[src/rtl/boe_pkg.sv]
// Shared types and widths for the BOE feeder: FSM state encoding and group-size limits.
package boe_pkg;
    localparam int MAX_N  = 7;
    localparam int DATA_W = 8;
    localparam int NUM_W  = 3;

    typedef enum logic [1:0] {
        COLLECT = 2'd0,
        SEND    = 2'd1,
        WAIT    = 2'd2
    } state_e;
endpackage

[src/rtl/boe_group_buf.sv]
// Seven-byte group buffer with write and read pointers; the read port forwards a byte
// being written in the same cycle so a group can start sending on its closing beat.
module boe_group_buf
    import boe_pkg::*;
(
    input  logic              clk,
    input  logic              reset,
    input  logic              clr_i,
    input  logic              wr_en_i,
    input  logic [DATA_W-1:0] wr_data_i,
    input  logic              rd_en_i,
    output logic [NUM_W-1:0]  wr_ptr_o,
    output logic [NUM_W-1:0]  rd_ptr_o,
    output logic [DATA_W-1:0] rd_data_o
);
    logic [DATA_W-1:0] mem_q [MAX_N];
    logic [NUM_W-1:0]  wr_ptr_q, wr_ptr_d;
    logic [NUM_W-1:0]  rd_ptr_q, rd_ptr_d;

    always_comb begin
        wr_ptr_d = wr_ptr_q;
        rd_ptr_d = rd_ptr_q;
        if (clr_i) begin
            wr_ptr_d = '0;
            rd_ptr_d = '0;
        end else begin
            if (wr_en_i) wr_ptr_d = wr_ptr_q + NUM_W'(1);
            if (rd_en_i) rd_ptr_d = rd_ptr_q + NUM_W'(1);
        end
    end

    always_ff @(posedge clk) begin
        if (reset) begin
            wr_ptr_q <= '0;
            rd_ptr_q <= '0;
        end else begin
            wr_ptr_q <= wr_ptr_d;
            rd_ptr_q <= rd_ptr_d;
        end
    end

    always_ff @(posedge clk) begin
        if (wr_en_i) mem_q[wr_ptr_q] <= wr_data_i;
    end

    always_comb begin
        rd_data_o = '0;
        if (wr_en_i && (wr_ptr_q == rd_ptr_q))
            rd_data_o = wr_data_i;
        else if (rd_ptr_q < NUM_W'(MAX_N))
            rd_data_o = mem_q[rd_ptr_q];
    end

    assign wr_ptr_o = wr_ptr_q;
    assign rd_ptr_o = rd_ptr_q;
endmodule

[src/rtl/boe_feeder.sv]
// Groups up to seven upstream bytes and replays them to the BOE with a trailing idle gap.
// Define BOE_FEEDER_TIMEOUT_EN to flush a partial group after TIMEOUT idle cycles.
module boe_feeder
    import boe_pkg::*;
#(
    parameter int GAP_EXTRA = 3,
    parameter int TIMEOUT   = 255
) (
    input  logic              clk,
    input  logic              reset,
    input  logic              in_valid,
    output logic              in_ready,
    input  logic [DATA_W-1:0] in_data,
    input  logic              in_last,
    output logic [NUM_W-1:0]  data_num,
    output logic [DATA_W-1:0] data_in,
    output logic              busy
);
    state_e            state_q, state_d;
    logic [NUM_W-1:0]  num_q, num_d;
    logic [DATA_W-1:0] dat_q, dat_d;
    logic [3:0]        wcnt_q, wcnt_d;

    logic              accept, close, timeout;
    logic              wr_en, rd_en, clr;
    logic [NUM_W-1:0]  wr_ptr, rd_ptr;
    logic [DATA_W-1:0] rd_data;

    boe_group_buf u_buf (
        .clk       (clk),
        .reset     (reset),
        .clr_i     (clr),
        .wr_en_i   (wr_en),
        .wr_data_i (in_data),
        .rd_en_i   (rd_en),
        .wr_ptr_o  (wr_ptr),
        .rd_ptr_o  (rd_ptr),
        .rd_data_o (rd_data)
    );

    assign in_ready = (state_q == COLLECT) && !reset;
    assign accept   = in_valid && in_ready;
    assign close    = accept && (in_last || (wr_ptr == NUM_W'(MAX_N - 1)));
    assign busy     = !reset && ((state_q != COLLECT) || (wr_ptr != '0));
    assign data_num = num_q;
    assign data_in  = dat_q;

`ifdef BOE_FEEDER_TIMEOUT_EN
    localparam int TW = $clog2(TIMEOUT + 1);
    logic [TW-1:0] tcnt_q, tcnt_d;

    assign timeout = (state_q == COLLECT) && (wr_ptr != '0) && !accept &&
                     (tcnt_q == TW'(TIMEOUT - 1));

    always_comb begin
        tcnt_d = tcnt_q + TW'(1);
        if ((state_q != COLLECT) || accept || (wr_ptr == '0) || timeout)
            tcnt_d = '0;
    end

    always_ff @(posedge clk) begin
        if (reset) tcnt_q <= '0;
        else       tcnt_q <= tcnt_d;
    end
`else
    logic unused_timeout;
    assign unused_timeout = ^TIMEOUT;
    assign timeout        = 1'b0;
`endif

    // Outputs are computed one cycle ahead so data_num/data_in come straight from flops.
    always_comb begin
        state_d = state_q;
        num_d   = '0;
        dat_d   = '0;
        wcnt_d  = wcnt_q;
        wr_en   = 1'b0;
        rd_en   = 1'b0;
        clr     = 1'b0;
        case (state_q)
            COLLECT: begin
                wr_en = accept;
                if (close || timeout) begin
                    state_d = SEND;
                    num_d   = accept ? wr_ptr + NUM_W'(1) : wr_ptr;
                    dat_d   = rd_data;
                    rd_en   = 1'b1;
                end
            end
            SEND: begin
                if (rd_ptr != wr_ptr) begin
                    dat_d = rd_data;
                    rd_en = 1'b1;
                end else begin
                    state_d = WAIT;
                    wcnt_d  = {1'b0, wr_ptr} + 4'(GAP_EXTRA) - 4'd1;
                end
            end
            WAIT: begin
                if (wcnt_q == '0) begin
                    state_d = COLLECT;
                    clr     = 1'b1;
                end else begin
                    wcnt_d = wcnt_q - 4'd1;
                end
            end
            default: state_d = COLLECT;
        endcase
    end

    always_ff @(posedge clk) begin
        if (reset) begin
            state_q <= COLLECT;
            num_q   <= '0;
            dat_q   <= '0;
            wcnt_q  <= '0;
        end else begin
            state_q <= state_d;
            num_q   <= num_d;
            dat_q   <= dat_d;
            wcnt_q  <= wcnt_d;
        end
    end
endmodule
[config.mk]
export PLATFORM = sky130hd
export DESIGN_NAME = boe_feeder
export DESIGN_NICKNAME = d
export VERILOG_FILES = /design/src/rtl/boe_pkg.sv /design/src/rtl/boe_group_buf.sv /design/src/rtl/boe_feeder.sv
export SDC_FILE = /design/constraint.sdc
export NUM_CORES = 1
export LEC_CHECK = 0
export ABC_AREA = 1
export CORE_UTILIZATION = 58
export DETAILED_ROUTE_END_ITERATION = 10
export PLACE_DENSITY = 0.75
export SLEW_MARGIN = 20
export SYNTH_ARGS = -nofsm -noshare
export SYNTH_HDL_FRONTEND = slang
export SYNTH_SLANG_ARGS = --single-unit
[constraint.sdc]
create_clock -name clk -period 2.3 [get_ports clk]
set_clock_uncertainty 0.15 [all_clocks]
set_input_delay 0.23 -clock clk [delete_from_list [all_inputs] [get_ports clk]]
set_output_delay 0.23 -clock clk [all_outputs]
set_load 0.005 [all_outputs]
---- Word-level counts from Yosys, hierarchy flattened ----
Memories as Yosys holds them, arrays and structs flattened. A register that Yosys moved wholly into a read port is not among the register bits.
Cells that the tools add are included.
word-level totals
  bits in registers ....................... 23
  latch bits .............................. 0
  bits in writable memories ............... 56
  ROM bits ................................ 0
  memories kept ........................... 1
operators by class
  add/sub/neg operators ................... 5
  multiply operators ...................... 0
  divide/modulo/power cells ............... 0
  $lt $le $gt $ge ......................... 1
  eq/ne operators ......................... 9
  shift operators ......................... 0
  mux-type cells .......................... 23
  bitwise operators ....................... 2
  reduce and logical (&&, ||, !) cells .... 17
memories
  memory       depth  bits a word  rd ports  clocked after memory_dff  write ports  line                 text
  u_buf.mem_q  7      8            1         1                         1            boe_group_buf.sv:16  logic [DATA_W-1:0] mem_q [MAX_N];
operator list
  kind                                                                number
  8-bit two-way mux                                                   4
  8-bit one-hot mux with 2 select lines                               1
  3-bit two-way mux                                                   3
  4-bit two-way mux                                                   2
  2-bit != test, second input constant                                4
  4-bit one-hot mux with 2 select lines                               1
  4-bit by 1-bit subtractor with 4-bit output, second input constant  2
  1-bit two-way mux                                                   7
  3-bit by 1-bit adder with 3-bit output, second input constant       2
  2-bit two-way mux                                                   3
  2-bit one-hot mux with 3 select lines                               1
  3-bit AND reduction                                                 2
  1-bit logical AND                                                   5
  3-bit by 2-bit adder with 4-bit output, second input constant       1
  4-bit logical NOT                                                   1
  2-bit nonzero test                                                  2
  3-bit == test                                                       1
  3-bit == test, second input constant                                1
  3-bit < comparator, second input constant                           1
  3-bit != test                                                       1
  3-bit nonzero test                                                  1
  3-bit OR reduction                                                  1
  2-bit by 1-bit == test with 1-bit output, second input constant     1
  2-bit == test, second input constant                                1
  6 further kinds                                                     8

---- Longest topological paths before layout ----
  depth in word-level cells ............... 8
  gate-level depth with buffers ........... 12
  mapped depth without buffers ............ 10

---- By module ----
From an unflattened synthesis, not the netlist that was laid out.
second synthesis, totals
  cell total of the unflattened synthesis .. 427
  area total of the unflattened synthesis .. 3822.4 µm²
by module, submodules not included
  module         instances  cells each  area an instance (µm²)  sequential area each (µm²)
  boe_group_buf  1          311         2946.6                  1861.8
  boe_feeder     1          116         875.8                   340.3

---- Least setup slack after synthesis ----
Ideal clock, no wire load.
  path kind ............................... register to register
  start point ............................. register state_q[1]
  end point ............................... memory u_buf.mem_q[0][0] (enable)
  arrival ................................. 1245 ps
  slack ................................... 534 ps
  stages on the path, launching flop included .. 8
  buffers on the path ..................... 0
  period minus slack after synthesis ...... 1766 ps
  cell sequence ........................... dfxtp_1 > inv_2 > nand2_2 > nor2_4 > nand2_4 > inv_2 > nand2_1 > nor2_1
between the ends
  cells in the longest elaborated chain, start to end .. 6
RTL lines
  item                                     line                 text
  from (decl)                              boe_feeder.sv:19     state_e state_q, state_d;
  from (signal assigned)                   boe_feeder.sv:118    state_q <= state_d;
  2-bit logical NOT                        boe_feeder.sv:41     assign in_ready = (state_q == COLLECT) && !reset;
  1-bit logical AND                        boe_feeder.sv:41
  via in_ready                             boe_feeder.sv:12     output logic in_ready,
  1-bit logical AND                        boe_feeder.sv:42     assign accept = in_valid && in_ready;
  1-bit two-way mux                        boe_feeder.sv:80     case (state_q)
  1-bit two-way mux                        boe_group_buf.sv:43  if (wr_en_i) mem_q[wr_ptr_q] <= wr_data_i;
  1-bit two-way mux (implied by the code)  boe_group_buf.sv:43
  to (decl)                                boe_group_buf.sv:16
The timed path passes the listed nets, and every way through them passes these cells.

==> run summary <==
In this run the worst hold path is classified as reg -> reg. The logs give 0.000434 V for the worst vdd rail ir drop and 0 for the final hold violation count. The Yosys step of the flow raised 0 warnings. Counting the buffers created by CTS gives 9.

After detailed routing, the average wire length per cell comes to 15.6 um. In this run the deepest clock path goes through 2 buffers. The number of different library cells used by synthesis comes to 25. The cell sitting at the root of the clock tree is a sky130_fd_sc_hd__clkbuf_8. The count of pins on the block boundary is 25, and the total iterations of the first detailed-routing run is 5.

The total global routing track utilization is 27.3%, and the clock insertion delay at the later pin of the skew report is 0.36 ns. The post-detailed-route DRC marker count came out at 0. For the diode insertion count for antenna repair, the log shows 0. The die boundary height is 82.0 um.

The average instance in the mapped netlist occupies 9.10 um2. The tools report the initial antenna violation count as 0. The number of flops mapped to enable cells by yosys came out at 56. For this configuration, the core starts out at a cell density of 61.3%.

The run gives 466 as the number of nets in the final layout. met2 is the most crowded layer. The design draws 2.91 mW.

Once the clock tree was built, the resizer swapped 0 gates to a different size. Endpoint type of the worst setup path: a flip-flop. The required time at the worst-slack endpoint came out at 2.45 ns. The sequential cell area in the final layout is 2200 um2, and the number of DRC violations after detailed-routing iteration 0 is 245. The logs give 1.85 nW for the static leakage power and 0 for the number of hold buffers added after CTS. The die covers 6720 um2. In the finished design, the share of the clock period the worst path needs comes to 85.3%. Static timing analysis puts the maximum clock frequency at 509 MHz. The count of max-cap constraint violations came out at 0.

Setup violations remaining at the end of the flow were counted as 0. Counting every sink on the clock net gives 82. The logs give 2720 for the via count of the first global-routing pass and 45.1% for the routing usage on met2. Dividing the detail-routed via count by the number of cells gives 5.34. The total number of vias is 2806.

Relative to the synthesized area, the layout overhead comes to 15.5%. After technology mapping, the gate count stands at 408. The highest net fanout along the worst path is 22. The critical path startpoint category is a flip-flop. The wire length of the first global-routing pass is 13000 um. After clock tree synthesis, the clock-pin slew on the worst setup and hold paths is 0.08 ns. In the final layout, the share of cells above drive strength 1 is 10.2%.

Routability-driven placement finished with a final weighted congestion of 0.887. The run gives 25 as the pin count of the biggest net entering global routing. Actual slew at the worst max-slew pin: 0.690 ns. For the filler cell count, the log shows 493. The flip-flop cell with the highest count after synthesis is sky130_fd_sc_hd__edfxtp_1.

Counting flops with an async set or reset pin after synthesis yields a share of 0%. Power per unit of standard cell area: 680 nW/um2. The run gives 2.11 ns as the arrival time of the worst setup path. The final critical path time including I/O delays and setup is 1.96 ns.

Excluding fillers, the count of instances in the completed layout stands at 525. For this run, global-route usage on met3 was measured as 4.33%. The aggregate routed wire length is 8210 um.

Synthesis produced a netlist with a net count of 429. Synthesis inferred 82 register bits. The HPWL after detailed placement is 5830 um, and the worst relative slew slack is 53.9%. The floorplan has 28 rows. The tools report the final max-slew violation count as 0. Summing all multi-input logic gate instances after layout gives 1260 um2. Critical path start-end classification: reg -> reg.

The logs give 0 for the buffer count from post-CTS setup fixing and 3 for the deepest level of the CTS H-tree. Summing the sequential cell areas from Yosys gives 59.3% of the chip area. The overall die width was 82.0 um; the met1 demand-to-capacity share in global routing was 34.4%. The startpoint identified for the worst hold timing path is wcnt_q[0]$_SDFFE_PP0P_.

Summed over all failing endpoints, the final setup total negative slack is 0 ns. Setup repair after global routing left no endpoint under its margin. The tools report the total grt overflow as 0.

The synthesized netlist occupies a cell area of 3710 um2. The run finished with clean final reports. TritonCTS built the clock tree. For the area inside the core boundary, the log shows 6060 um2. The count of nets left with antenna violations once routing finished came out at 0.

For the number of cells after detailed placement, the log shows 509. Port buffering added 24 buffers.
area by class of cell:
class | count | share of cell area (%)
sequential | 82 | 51.4
multi-input combinational | 264 | 29.5
timing repair buffer | 37 | 7.94
inverter | 51 | 4.52
clock buffer | 13 | 3.97
tap | 75 | 2.19
clock inverter | 3 | 0.496
worst max-delay path: stages (launching register included):
cell                      delay [ns]
sky130_fd_sc_hd__dfxtp_1        0.40
sky130_fd_sc_hd__inv_1          0.55
sky130_fd_sc_hd__nand3_1        0.22
sky130_fd_sc_hd__nand2_1        0.13
sky130_fd_sc_hd__nand2_1        0.06
sky130_fd_sc_hd__nand2_1        0.12
sky130_fd_sc_hd__nand3_1        0.09
sky130_fd_sc_hd__nand2_1        0.09
sky130_fd_sc_hd__inv_1          0.03
sky130_fd_sc_hd__nor2_1         0.07
layer usage:
metal  up-vias  share of wire, %  wire length [um]
met4         0               2.8               227
met1      1338                45              3700
met5         -                 0                 0
li1       1382                 -                 -
met3        17               3.8               316
met2        69                48              3970
metrics by stage:
stage	worst slack [ns]	util, %	area, um2	hold slack, ns
6_report	0.337	70.7	4290	0.339
3_3_place_gp	0.272	67.5	4090	0.321
3_5_place_dp	0.190	67.5	4090	0.329
4_1_cts	0.00497	70.6	4280	0.342
2_1_floorplan	0.534	-	3710	0.149
5_1_grt	0.183	70.7	4290	0.373
flip-flops by register name, indices dropped and copies added, names as in the netlist, named ones only:
signal          flops
u_buf.mem_q        56
wcnt_q              4
state_q             2
u_buf.rd_ptr_o      3
u_buf.wr_ptr_o      3
data_in             8
data_num            3
power by group:
group / total, mW / switching (mW) / internal, mW / leakage, nW
combinational: 0.297 / 0.190 / 0.106 / 1.04
clock: 1.00 / 0.513 / 0.489 / 0.0948
sequential: 1.62 / 0.0149 / 1.60 / 0.717
layout by cell type (no fill, tap or decap), types with 2 or more instances in the layout:
| cell type | synthesis | routed |
|---|---|---|
| sky130_fd_sc_hd__nor2_1 | 35 | 35 |
| sky130_fd_sc_hd__ha_1 | 9 | 9 |
| sky130_fd_sc_hd__nand2_2 | 4 | 4 |
| sky130_fd_sc_hd__dfxtp_2 | 0 | 2 |
| sky130_fd_sc_hd__xnor2_1 | 2 | 2 |
| sky130_fd_sc_hd__nor2_4 | 3 | 3 |
| sky130_fd_sc_hd__nand2_4 | 2 | 2 |
| sky130_fd_sc_hd__buf_4 | 1 | 13 |
| sky130_fd_sc_hd__clkdlybuf4s50_1 | 0 | 23 |
| sky130_fd_sc_hd__nand3b_1 | 5 | 5 |
| sky130_fd_sc_hd__clkbuf_8 | 0 | 10 |
| sky130_fd_sc_hd__inv_1 | 46 | 46 |
| sky130_fd_sc_hd__clkbuf_1 | 3 | 2 |
| sky130_fd_sc_hd__inv_2 | 4 | 4 |
| sky130_fd_sc_hd__dfxtp_1 | 26 | 24 |
| sky130_fd_sc_hd__edfxtp_1 | 56 | 56 |
| sky130_fd_sc_hd__o21ai_0 | 5 | 5 |
| sky130_fd_sc_hd__nor3_2 | 2 | 2 |
| sky130_fd_sc_hd__xor2_1 | 3 | 3 |
| sky130_fd_sc_hd__nand2_1 | 134 | 134 |
| sky130_fd_sc_hd__nand3_1 | 38 | 38 |
| sky130_fd_sc_hd__a21oi_1 | 18 | 18 |
cell usage after synthesis, types with 3 or more instances:
cell,count,area [um2]
sky130_fd_sc_hd__nand2_1,134,503
sky130_fd_sc_hd__edfxtp_1,56,1680
sky130_fd_sc_hd__inv_1,46,173
sky130_fd_sc_hd__nand3_1,38,190
sky130_fd_sc_hd__nor2_1,35,131
sky130_fd_sc_hd__dfxtp_1,26,521
sky130_fd_sc_hd__a21oi_1,18,90.1
sky130_fd_sc_hd__ha_1,9,113
sky130_fd_sc_hd__buf_2,7,35.0
sky130_fd_sc_hd__nand3b_1,5,37.5
sky130_fd_sc_hd__o21ai_0,5,25.0
sky130_fd_sc_hd__inv_2,4,15.0
sky130_fd_sc_hd__nand2_2,4,25.0
sky130_fd_sc_hd__clkbuf_1,3,11.3
sky130_fd_sc_hd__nor2_4,3,33.8
sky130_fd_sc_hd__xor2_1,3,26.3
worst paths after layout:
check | endpoint | slack [ns] | cells past startpoint
worst min-delay path | wcnt_q[0]$_SDFFE_PP0P_ | 0.34 | 2
worst max-delay path | data_in[3]$_SDFF_PP0_ | 0.34 | 9
worst max register to register | data_in[3]$_SDFF_PP0_ | 0.34 | 9
worst min register to register | wcnt_q[0]$_SDFFE_PP0P_ | 0.34 | 2
cell families after synthesis:
kind of cell,share of synthesized area [%]
AOI/OAI and AO/OA,3.67
DFF,59.3
buffers and inverters,6.67
adders and majority gates,3.03
and+or+nand+nor,26.1
xor gates and xnor gates,1.18
No activity file was read; power rests on OpenSTA's default activity.
